File: src/rtl/controle_jogo_seq.sv
`default_nettype none
// ============================================================================
// Module      : controle_jogo_seq
// Description : Control unit for the sequence-memory game. Holds the round,
//               address, timer and play registers, drives the external
//               sequence memory and the LED bank, and evaluates the debounced
//               button plays coming from the datapath. In modo=1 the player
//               enters each new sequence element, which is written to memory.
//
// Ports       : clock            system clock, rising edge
//               reset            synchronous active-high reset
//               iniciar          start/restart request
//               modo             0 = sequence from memory, 1 = player appends
//               jogada           one-cycle valid pulse for botoes
//               botoes           one-hot button code
//               mem_dado         memory read data at mem_endereco
//               mem_endereco     memory address (address counter)
//               mem_escreve      one-cycle memory write strobe
//               mem_dado_escrita memory write data (play register)
//               leds             LED drive (memory data while showing)
//               rodada           current round r (sequence length r+1)
//               acertou          game won
//               errou            wrong play or timeout
//               timeout_flag     play timeout
//               pronto           game finished (won, lost or timed out)
//               db_estado        current state code
//
// Revision    : 1.0 - initial parametrised release
// ============================================================================
module controle_jogo_seq #(
    parameter int N_ROUNDS       = 16,
    parameter int ADDR_W         = 4,
    parameter int DATA_W         = 4,
    parameter int LED_ON_CYCLES  = 1000,
    parameter int LED_GAP_CYCLES = 250,
    parameter int TIMEOUT_CYCLES = 5000
) (
    input  logic              clock,
    input  logic              reset,
    input  logic              iniciar,
    input  logic              modo,
    input  logic              jogada,
    input  logic [DATA_W-1:0] botoes,
    input  logic [DATA_W-1:0] mem_dado,
    output logic [ADDR_W-1:0] mem_endereco,
    output logic              mem_escreve,
    output logic [DATA_W-1:0] mem_dado_escrita,
    output logic [DATA_W-1:0] leds,
    output logic [ADDR_W-1:0] rodada,
    output logic              acertou,
    output logic              errou,
    output logic              timeout_flag,
    output logic              pronto,
    output logic [3:0]        db_estado
);

    // Timer is sized for the longest of the three timed intervals.
    localparam int c_MAX_AB     = (LED_ON_CYCLES > LED_GAP_CYCLES) ? LED_ON_CYCLES : LED_GAP_CYCLES;
    localparam int c_MAX_CYCLES = (c_MAX_AB > TIMEOUT_CYCLES) ? c_MAX_AB : TIMEOUT_CYCLES;
    localparam int c_TMR_W      = (c_MAX_CYCLES > 1) ? $clog2(c_MAX_CYCLES) : 1;

    localparam logic [c_TMR_W-1:0] c_ON_LAST  = c_TMR_W'(LED_ON_CYCLES - 1);
    localparam logic [c_TMR_W-1:0] c_GAP_LAST = c_TMR_W'(LED_GAP_CYCLES - 1);
    localparam logic [c_TMR_W-1:0] c_TO_LAST  = c_TMR_W'(TIMEOUT_CYCLES - 1);
    localparam logic [ADDR_W-1:0]  c_LAST_RND = ADDR_W'(N_ROUNDS - 1);

    localparam logic [3:0] c_INICIAL       = 4'd0;
    localparam logic [3:0] c_PREPARA       = 4'd1;
    localparam logic [3:0] c_INICIA_RODADA = 4'd2;
    localparam logic [3:0] c_MOSTRA_LED    = 4'd3;
    localparam logic [3:0] c_INTERVALO     = 4'd4;
    localparam logic [3:0] c_ESPERA        = 4'd5;
    localparam logic [3:0] c_COMPARA       = 4'd6;
    localparam logic [3:0] c_PROXIMA       = 4'd7;
    localparam logic [3:0] c_FIM_RODADA    = 4'd8;
    localparam logic [3:0] c_ESPERA_NOVA   = 4'd9;
    localparam logic [3:0] c_GRAVA         = 4'd10;
    localparam logic [3:0] c_TIMEOUT       = 4'd13;
    localparam logic [3:0] c_ERRO          = 4'd14;
    localparam logic [3:0] c_ACERTO        = 4'd15;

    logic [3:0]         r_estado;
    logic [ADDR_W-1:0]  r_rodada;
    logic [ADDR_W-1:0]  r_endereco;
    logic [c_TMR_W-1:0] r_timer;
    logic [DATA_W-1:0]  r_jogada;
    logic               r_modo;

    logic w_fim_rodada;
    assign w_fim_rodada = (r_endereco == r_rodada);

    always_ff @(posedge clock) begin
        if (reset) begin
            r_estado   <= c_INICIAL;
            r_rodada   <= '0;
            r_endereco <= '0;
            r_timer    <= '0;
            r_jogada   <= '0;
            r_modo     <= 1'b0;
        end else begin
            case (r_estado)
                c_INICIAL: begin
                    if (iniciar) begin
                        r_estado <= c_PREPARA;
                    end
                end
                c_PREPARA: begin
                    r_rodada   <= '0;
                    r_endereco <= '0;
                    r_jogada   <= '0;
                    r_timer    <= '0;
                    r_modo     <= modo;
                    r_estado   <= modo ? c_ESPERA_NOVA : c_INICIA_RODADA;
                end
                c_INICIA_RODADA: begin
                    r_endereco <= '0;
                    r_timer    <= '0;
                    r_estado   <= c_MOSTRA_LED;
                end
                c_MOSTRA_LED: begin
                    if (r_timer == c_ON_LAST) begin
                        r_timer  <= '0;
                        r_estado <= c_INTERVALO;
                    end else begin
                        r_timer <= r_timer + 1'b1;
                    end
                end
                c_INTERVALO: begin
                    if (r_timer == c_GAP_LAST) begin
                        r_timer <= '0;
                        if (w_fim_rodada) begin
                            r_endereco <= '0;
                            r_estado   <= c_ESPERA;
                        end else begin
                            r_endereco <= r_endereco + 1'b1;
                            r_estado   <= c_MOSTRA_LED;
                        end
                    end else begin
                        r_timer <= r_timer + 1'b1;
                    end
                end
                c_ESPERA, c_ESPERA_NOVA: begin
                    // A play arriving on the terminal timer count still counts.
                    if (jogada) begin
                        r_jogada <= botoes;
                        r_timer  <= '0;
                        r_estado <= (r_estado == c_ESPERA) ? c_COMPARA : c_GRAVA;
                    end else if (r_timer == c_TO_LAST) begin
                        r_timer  <= '0;
                        r_estado <= c_TIMEOUT;
                    end else begin
                        r_timer <= r_timer + 1'b1;
                    end
                end
                c_COMPARA: begin
                    if (r_jogada != mem_dado) begin
                        r_estado <= c_ERRO;
                    end else if (w_fim_rodada) begin
                        r_estado <= c_FIM_RODADA;
                    end else begin
                        r_estado <= c_PROXIMA;
                    end
                end
                c_PROXIMA: begin
                    r_endereco <= r_endereco + 1'b1;
                    r_timer    <= '0;
                    r_estado   <= c_ESPERA;
                end
                c_FIM_RODADA: begin
                    if (r_rodada == c_LAST_RND) begin
                        r_estado <= c_ACERTO;
                    end else begin
                        r_rodada <= r_rodada + 1'b1;
                        r_timer  <= '0;
                        if (r_modo) begin
                            // The new element lands at the new round's index.
                            r_endereco <= r_rodada + 1'b1;
                            r_estado   <= c_ESPERA_NOVA;
                        end else begin
                            r_estado <= c_INICIA_RODADA;
                        end
                    end
                end
                c_GRAVA: begin
                    r_estado <= c_INICIA_RODADA;
                end
                c_TIMEOUT, c_ERRO, c_ACERTO: begin
                    // Clear on the way into PREPARA so the round reads 0 there.
                    if (iniciar) begin
                        r_rodada   <= '0;
                        r_endereco <= '0;
                        r_jogada   <= '0;
                        r_timer    <= '0;
                        r_estado   <= c_PREPARA;
                    end
                end
                default: begin
                    r_rodada   <= '0;
                    r_endereco <= '0;
                    r_jogada   <= '0;
                    r_timer    <= '0;
                    r_estado   <= c_INICIAL;
                end
            endcase
        end
    end

    assign mem_endereco     = r_endereco;
    assign mem_dado_escrita = r_jogada;
    assign rodada           = r_rodada;
    assign db_estado        = r_estado;
    assign mem_escreve      = (r_estado == c_GRAVA);
    assign leds             = (r_estado == c_MOSTRA_LED) ? mem_dado : '0;
    assign acertou          = (r_estado == c_ACERTO);
    assign timeout_flag     = (r_estado == c_TIMEOUT);
    assign errou            = (r_estado == c_ERRO) || (r_estado == c_TIMEOUT);
    assign pronto           = (r_estado == c_ACERTO) || (r_estado == c_ERRO) ||
                              (r_estado == c_TIMEOUT);

endmodule
`default_nettype wire

File: config.mk
export PLATFORM = sky130hd
export DESIGN_NAME = controle_jogo_seq
export DESIGN_NICKNAME = d
export VERILOG_FILES = /design/src/rtl/controle_jogo_seq.sv
export SDC_FILE = /design/constraint.sdc
export NUM_CORES = 1
export LEC_CHECK = 0
export ABC_AREA = 1
export CELL_PAD_IN_SITES_DETAIL_PLACEMENT = 0
export CELL_PAD_IN_SITES_GLOBAL_PLACEMENT = 2
export CORE_ASPECT_RATIO = 0.5
export CORE_UTILIZATION = 30
export CTS_BUF_LIST = sky130_fd_sc_hd__clkbuf_2 sky130_fd_sc_hd__clkbuf_4 sky130_fd_sc_hd__clkbuf_8
export CTS_CLUSTER_SIZE = 8
export DETAILED_ROUTE_END_ITERATION = 16
export PLACE_DENSITY_LB_ADDON = 0.1
export SYNTH_ARGS = -nofsm -noshare
export SYNTH_HDL_FRONTEND = slang
export SYNTH_SLANG_ARGS = --single-unit
File: constraint.sdc
create_clock -name clock -period 2.6 [get_ports clock]
set_clock_uncertainty 0.2 [all_clocks]
set_input_delay 0.78 -clock clock [delete_from_list [all_inputs] [get_ports clock]]
set_output_delay 0.78 -clock clock [all_outputs]
set_load 0.02 [all_outputs]
=== Word level (Yosys, flattened, before mapping) ===
Cells that the tools add are included.

* Flip-flop bits (word level): 30
* Bits of input ports: 13
* Output and inout port bits: 25
* Logic and storage cells: 87

* Add/subtract/negate cells: 3
* Equality and inequality tests: 27
* Mux-type cells: 31
* Bitwise operators: 4
* Reduce and logical (&&, ||, !) cells: 16

{| class="wikitable"
|+ Operator list
! kind !! number
|-
| 2-to-1 mux 13 bit || 6
|-
| case mux 13 bit (6 select lines) || 1
|-
| 2-to-1 mux 4 bit || 19
|-
| case mux 4 bit (10 select lines) || 1
|-
| == test 4 bit (second input constant) || 7
|-
| case mux 4 bit (3 select lines) || 2
|-
| case mux 4 bit (5 select lines) || 1
|-
| == test 4 x 3 -> 1 bit (second input constant) || 4
|-
| adder 13 x 1 -> 13 bit (second input constant) || 1
|-
| == test 13 x 10 -> 1 bit (second input constant) || 1
|-
| == test 13 bit (second input constant) || 1
|-
| == test 13 x 8 -> 1 bit (second input constant) || 1
|-
| inequality test 2 bit (second input constant) || 6
|-
| AND reduction 3 bit || 3
|-
| OR reduction 9 bit || 1
|-
| adder 4 x 1 -> 4 bit (second input constant) || 2
|-
| == test 4 x 2 -> 1 bit (second input constant) || 2
|-
| OR reduction 8 bit || 1
|-
| OR reduction 3 bit || 2
|-
| OR reduction 6 bit || 1
|-
| AND reduction 5 bit || 1
|-
| == test 4 x 1 -> 1 bit (second input constant) || 1
|-
| == test 4 bit || 1
|-
| zero test 4 bit || 1
|-
| other kinds (9) || 14
|}

=== Logic depth before layout (Yosys ltp) ===
Gate-level depths: netlist (run 1).

* Depth after elaboration: 4
* Mapped depth: 13
* Depth with buffers taken out: 12

=== Least setup slack after synthesis (run 1) ===
Ideal clock, no wire load.

* Path type: register to output
* From: register r_estado[3] (netlist: db_estado[3])
* To: output errou
* Data arrival time: 1.434 ns
* Path slack: 0.186 ns
* Cell stages (with the launch flop): 5
* Buffers on the path: 0
* Path through: dfxtp_1 > nand2_1 > nor2_1 > inv_1 > nor2_1

* Longest elaborated chain between the ends: 2
* Elaborated cells between the ends (all ways): 3
* Those cells by class: eq/ne: 2; reduce/logical: 1

{| class="wikitable"
|+ RTL lines
! item !! RTL line !! text
|-
| start: declaration || 82 || <nowiki>logic [3:0] r_estado;</nowiki>
|-
| start signal: assignment || 94 || <nowiki>r_estado <= c_INICIAL;</nowiki>
|-
| start signal: assignment || 104 || <nowiki>r_estado <= c_PREPARA;</nowiki>
|-
| start signal: assignment || 113 || <nowiki>r_estado <= modo ? c_ESPERA_NOVA : c_INICIA_RODADA;</nowiki>
|-
| == test 4 bit || 216 || <nowiki>assign errou = (r_estado == c_ERRO) || (r_estado == c_TIMEOUT);</nowiki>
|-
| logical OR 1 bit (*) || 216 ||
|-
| end: declaration || 51 || <nowiki>output logic errou,</nowiki>
|}

Every way passes the cells marked *; elsewhere a longest branch is shown, timed or not.

=== Worst setup path in the final report (run 1) ===
* From: input mem_dado[3]
* To: output leds[3]

* Longest elaborated chain between the ends: 1

{| class="wikitable"
|+ RTL lines
! item !! RTL line !! text
|-
| start: declaration || 44 || <nowiki>input logic [DATA_W-1:0] mem_dado,</nowiki>
|-
| 2-to-1 mux 4 bit || 213 || <nowiki>assign leds = (r_estado == c_MOSTRA_LED) ? mem_dado : '0;</nowiki>
|-
| end: declaration || 48 || <nowiki>output logic [DATA_W-1:0] leds,</nowiki>
|}

No other way between the ends.

==> results of run 1 <==
-- power by group through the flow --
stage,registers (uW),clock network (uW),logic [uW]
after floorplan,606,0,541
after global placement,571,0,965
after detailed placement,574,0,964
after CTS,564,436,963
after global routing,574,453,1070
final,565,410,955
-- per-layer routing --
metal | vias to the layer above | part of all wire | track usage | wire, um
li1 | 1300 | - | - | -
met1 | 1065 | 0.51 | 0.264 | 3290
met2 | 55 | 0.42 | 0.275 | 2670
met3 | 3 | 0.066 | 0.0515 | 422
met4 | 0 | 0.0039 | 0.0381 | 25
met5 | - | 0 | 0 | 0
-- cells in the final DEF (no fill, tap or decap), types with 2 or more instances in the layout --
cell type        count
nor2_1              58
nor3_1               7
dlygate4sd2_1        2
nand3_1             28
nand4_1              4
clkbuf_8             6
nor2_2               3
nand2_2              6
clkinv_2             2
xor2_1               4
o21ai_0             16
dfxtp_1             29
ha_1                 4
nand2_1            126
a21oi_1             20
xnor2_1              4
inv_2                2
buf_4               19
clkdlybuf4s50_1     29
inv_1               61
-- through the flow --
stage          TNS (ns)   util  worst slack, ns
2_1_floorplan         0      -            0.186
3_3_place_gp      -1.46  0.406           -0.369
3_5_place_dp      -1.49  0.406           -0.384
4_1_cts               0  0.417          0.00426
5_1_grt               0  0.418          0.00725
6_report              0  0.418           0.0633
-- what timing repair did --
item / CTS / global route
setup buffers: 0 / 0
gates resized for setup: 19 / 7
pin swaps: 0 / 1
setup endpoints to repair: 7 / 6
-- worst max-delay path, delay by kind of cell --
| kind | cells | cell delay (ns) |
|---|---|---|
| simple gates | 1 | 0.08 |
| buf+inv | 3 | 0.68 |
-- kinds of logic (layout without fill, tap and decap cells) --
| kind of cell | after synthesis | after routing | share of synthesized area |
|---|---|---|---|
| AOI/OAI and AO/OA | 38 | 38 | 0.0903 |
| adders and majority gates | 4 | 4 | 0.0230 |
| xor gates and xnor gates | 8 | 8 | 0.0322 |
| and+or+nand+nor | 239 | 239 | 0.461 |
| buffers and inverters | 66 | 126 | 0.118 |
| DFF | 30 | 30 | 0.276 |
-- layout make-up --
cell class                      count  area (sq um)
Timing Repair Buffer               54           493
Clock inverter                      1          5.00
Tap cell                           92           115
Fill cell                         770          3990
Inverter                           64           241
Clock buffer                        7          90.1
Sequential cell                    30           602
Multi-Input combinational cell    289          1320
-- sequential cells by signal (all words and copies together), names as in the netlist --
register          flops
mem_endereco          4
r_modo                1
r_timer              13
rodada                4
db_estado             4
mem_dado_escrita      4
-- worst min path at each step --
stage | startpoint | endpoint | slack [ns] | cells after the start
finish | mem_dado_escrita[2] | mem_dado_escrita[2] | 0.30 | 2
global placement | mem_dado_escrita[3] | mem_dado_escrita[3] | 0.28 | 2
global route | r_modo | r_modo | 0.31 | 2
floorplan | r_modo | r_modo | 0.26 | 2
CTS | r_modo | r_modo | 0.30 | 2
detailed placement | r_modo | r_modo | 0.29 | 2
==> results.md, run 1 <==
- Comb power frac: 0.495
- Max_slew headroom: 0.736
- Cell internal pwr: 1100 uW
- Post-route antenna net violation count: 0
- Syn avg cell area: 5.65 sq um
- Cell chain of the critical path: clkdlybuf4s50_1 -> inv_1 -> nor2_1 -> buf_2
- Max-slew violation count: 0
- Largest stage delay on the critical path: 0.48 ns
- Crit path DAT: 1.56 ns
- R2r worst-path depth: 13
- Startpoint type of the worst setup path: input port
- DR iter-0 viols: 140
- Post-route minimum period: 2.54 ns
- Post-synthesis sequential area ratio: 0.276
- Post-synth EDFFs: 0
- Final Net Count: 461
- Synth Warn #: 0
- IO Port Bufs: 37
- Synthesis-stage register bit count: 30
- Worst Hold Class: register to register
- Power Dens Cells: 674 nW/um^2
- ANT cells: 0
- Vias per Instance: 4.51
- Final setup fails: 0
- Switching portion of total power: 0.430
- Max Cap Violations: 0
- Worst IR Drop VDD: 0.000214 V
- Clock share of power: 0.213
- WHS: 0.301 ns
- RSZ-0062 raised after global routing: false
- Crit. Startpoint: mem_dado[3]
- Drt first pass iters: 4
- Area Overhead vs Synth: 31.7%
- Vias: 2,423
- Hold buffer count at cts: 0
- Pin count of the biggest net entering global routing: 15
- Critical R2R Capture: r_timer[9]
- Least-Margin Pin Slew: 0.396 ns
- Core Footprint: 6860 sq um
- Cell count after synthesis: 385
- Post-Syn Nets: 402
- Crit path max fanout: 2
- # DRC: 0
- Total CTS buffers: 5
- F_max: 394 MHz
- R2R Setup Slk: 0.53 ns
- Worst Setup EP: leds[3]
- Lkg Pwr: 0.00138 uW
- Clock Sinks: 30
- Post-Layout Cell Count: 537
- Synth Cell Area: 2180 sq um
- Overall routing resource usage: 0.185
- Tcrit/Tclk final: 0.976
- Endpoints failing hold: 0
- Setup CP Type: input port to output pin
- Die width: 122 um
- Worst EP required: 1.62 ns
- Share of cells above drive strength 1: 0.106
- DP HPWL: 5280 um
- Total gr overflow: 0
- Drt wl/cell: 11.9 um
- CTS root buffer: clkbuf_8
- Yosys top cell area share: 0.276
- Total die area: 7620 sq um
- Most used DFF post-synth: dfxtp_1
- Vert. Die Dim: 62.2 um
- CTS clock-pin slew for the worst setup and hold paths: 0.06 ns
- Placed cells: 529
- Top-count cell post-synth: nand2_1
- H-tree levels: 2
- Cell taking the most area after synthesis: dfxtp_1
- GP Congestion: 0.922
- Routed WL: 6410 um
- Vias in the first global route: 2,325
- CP endpoint kind: output pin
- Longest Clk Path Bufs: 2
- Final Cell Area: 2870 sq um
- Row cnt: 21
- First-pass GRT wire length: 10,900 um
- Post-synthesis cell type count: 27
- Reg-to-Reg Start: db_estado[2]
- Initial core utilization: 0.317
- Slowest-stage cell, CP: clkdlybuf4s50_1
- Clock Latency Late Sink: 0.29 ns
- Sequential share of power: 0.293
- Status: completed
- Placed inst area: 2790 sq um
- Pwr Total: 1930 uW
- Asr flop ratio synth: 0
- Initial antenna violation count: 0
- Synth area leaders: dfxtp_1 (28%), nand2_1 (22%), inv_1 (11%)
- Net Switching: 829 uW
- CTS tree: yes
- IO Pins: 38
- Synth top cells by count: nand2_1 (126), inv_1 (61), nor2_1 (58), dfxtp_1 (30), nand3_1 (28)
Power figures use the tool's default switching activity.
==> run 2: changes to the inputs <==
--- a/config.mk
+++ b/config.mk
@@ -6,6 +6,7 @@
 export NUM_CORES = 1
 export LEC_CHECK = 0
 export ABC_AREA = 1
+export ABC_CLOCK_PERIOD_IN_PS = 2600
 export CELL_PAD_IN_SITES_DETAIL_PLACEMENT = 0
 export CELL_PAD_IN_SITES_GLOBAL_PLACEMENT = 2
 export CORE_ASPECT_RATIO = 0.5
==> results of run 2 <==
Same layout as run 1: the final DEF is identical, and so are final timing and power.
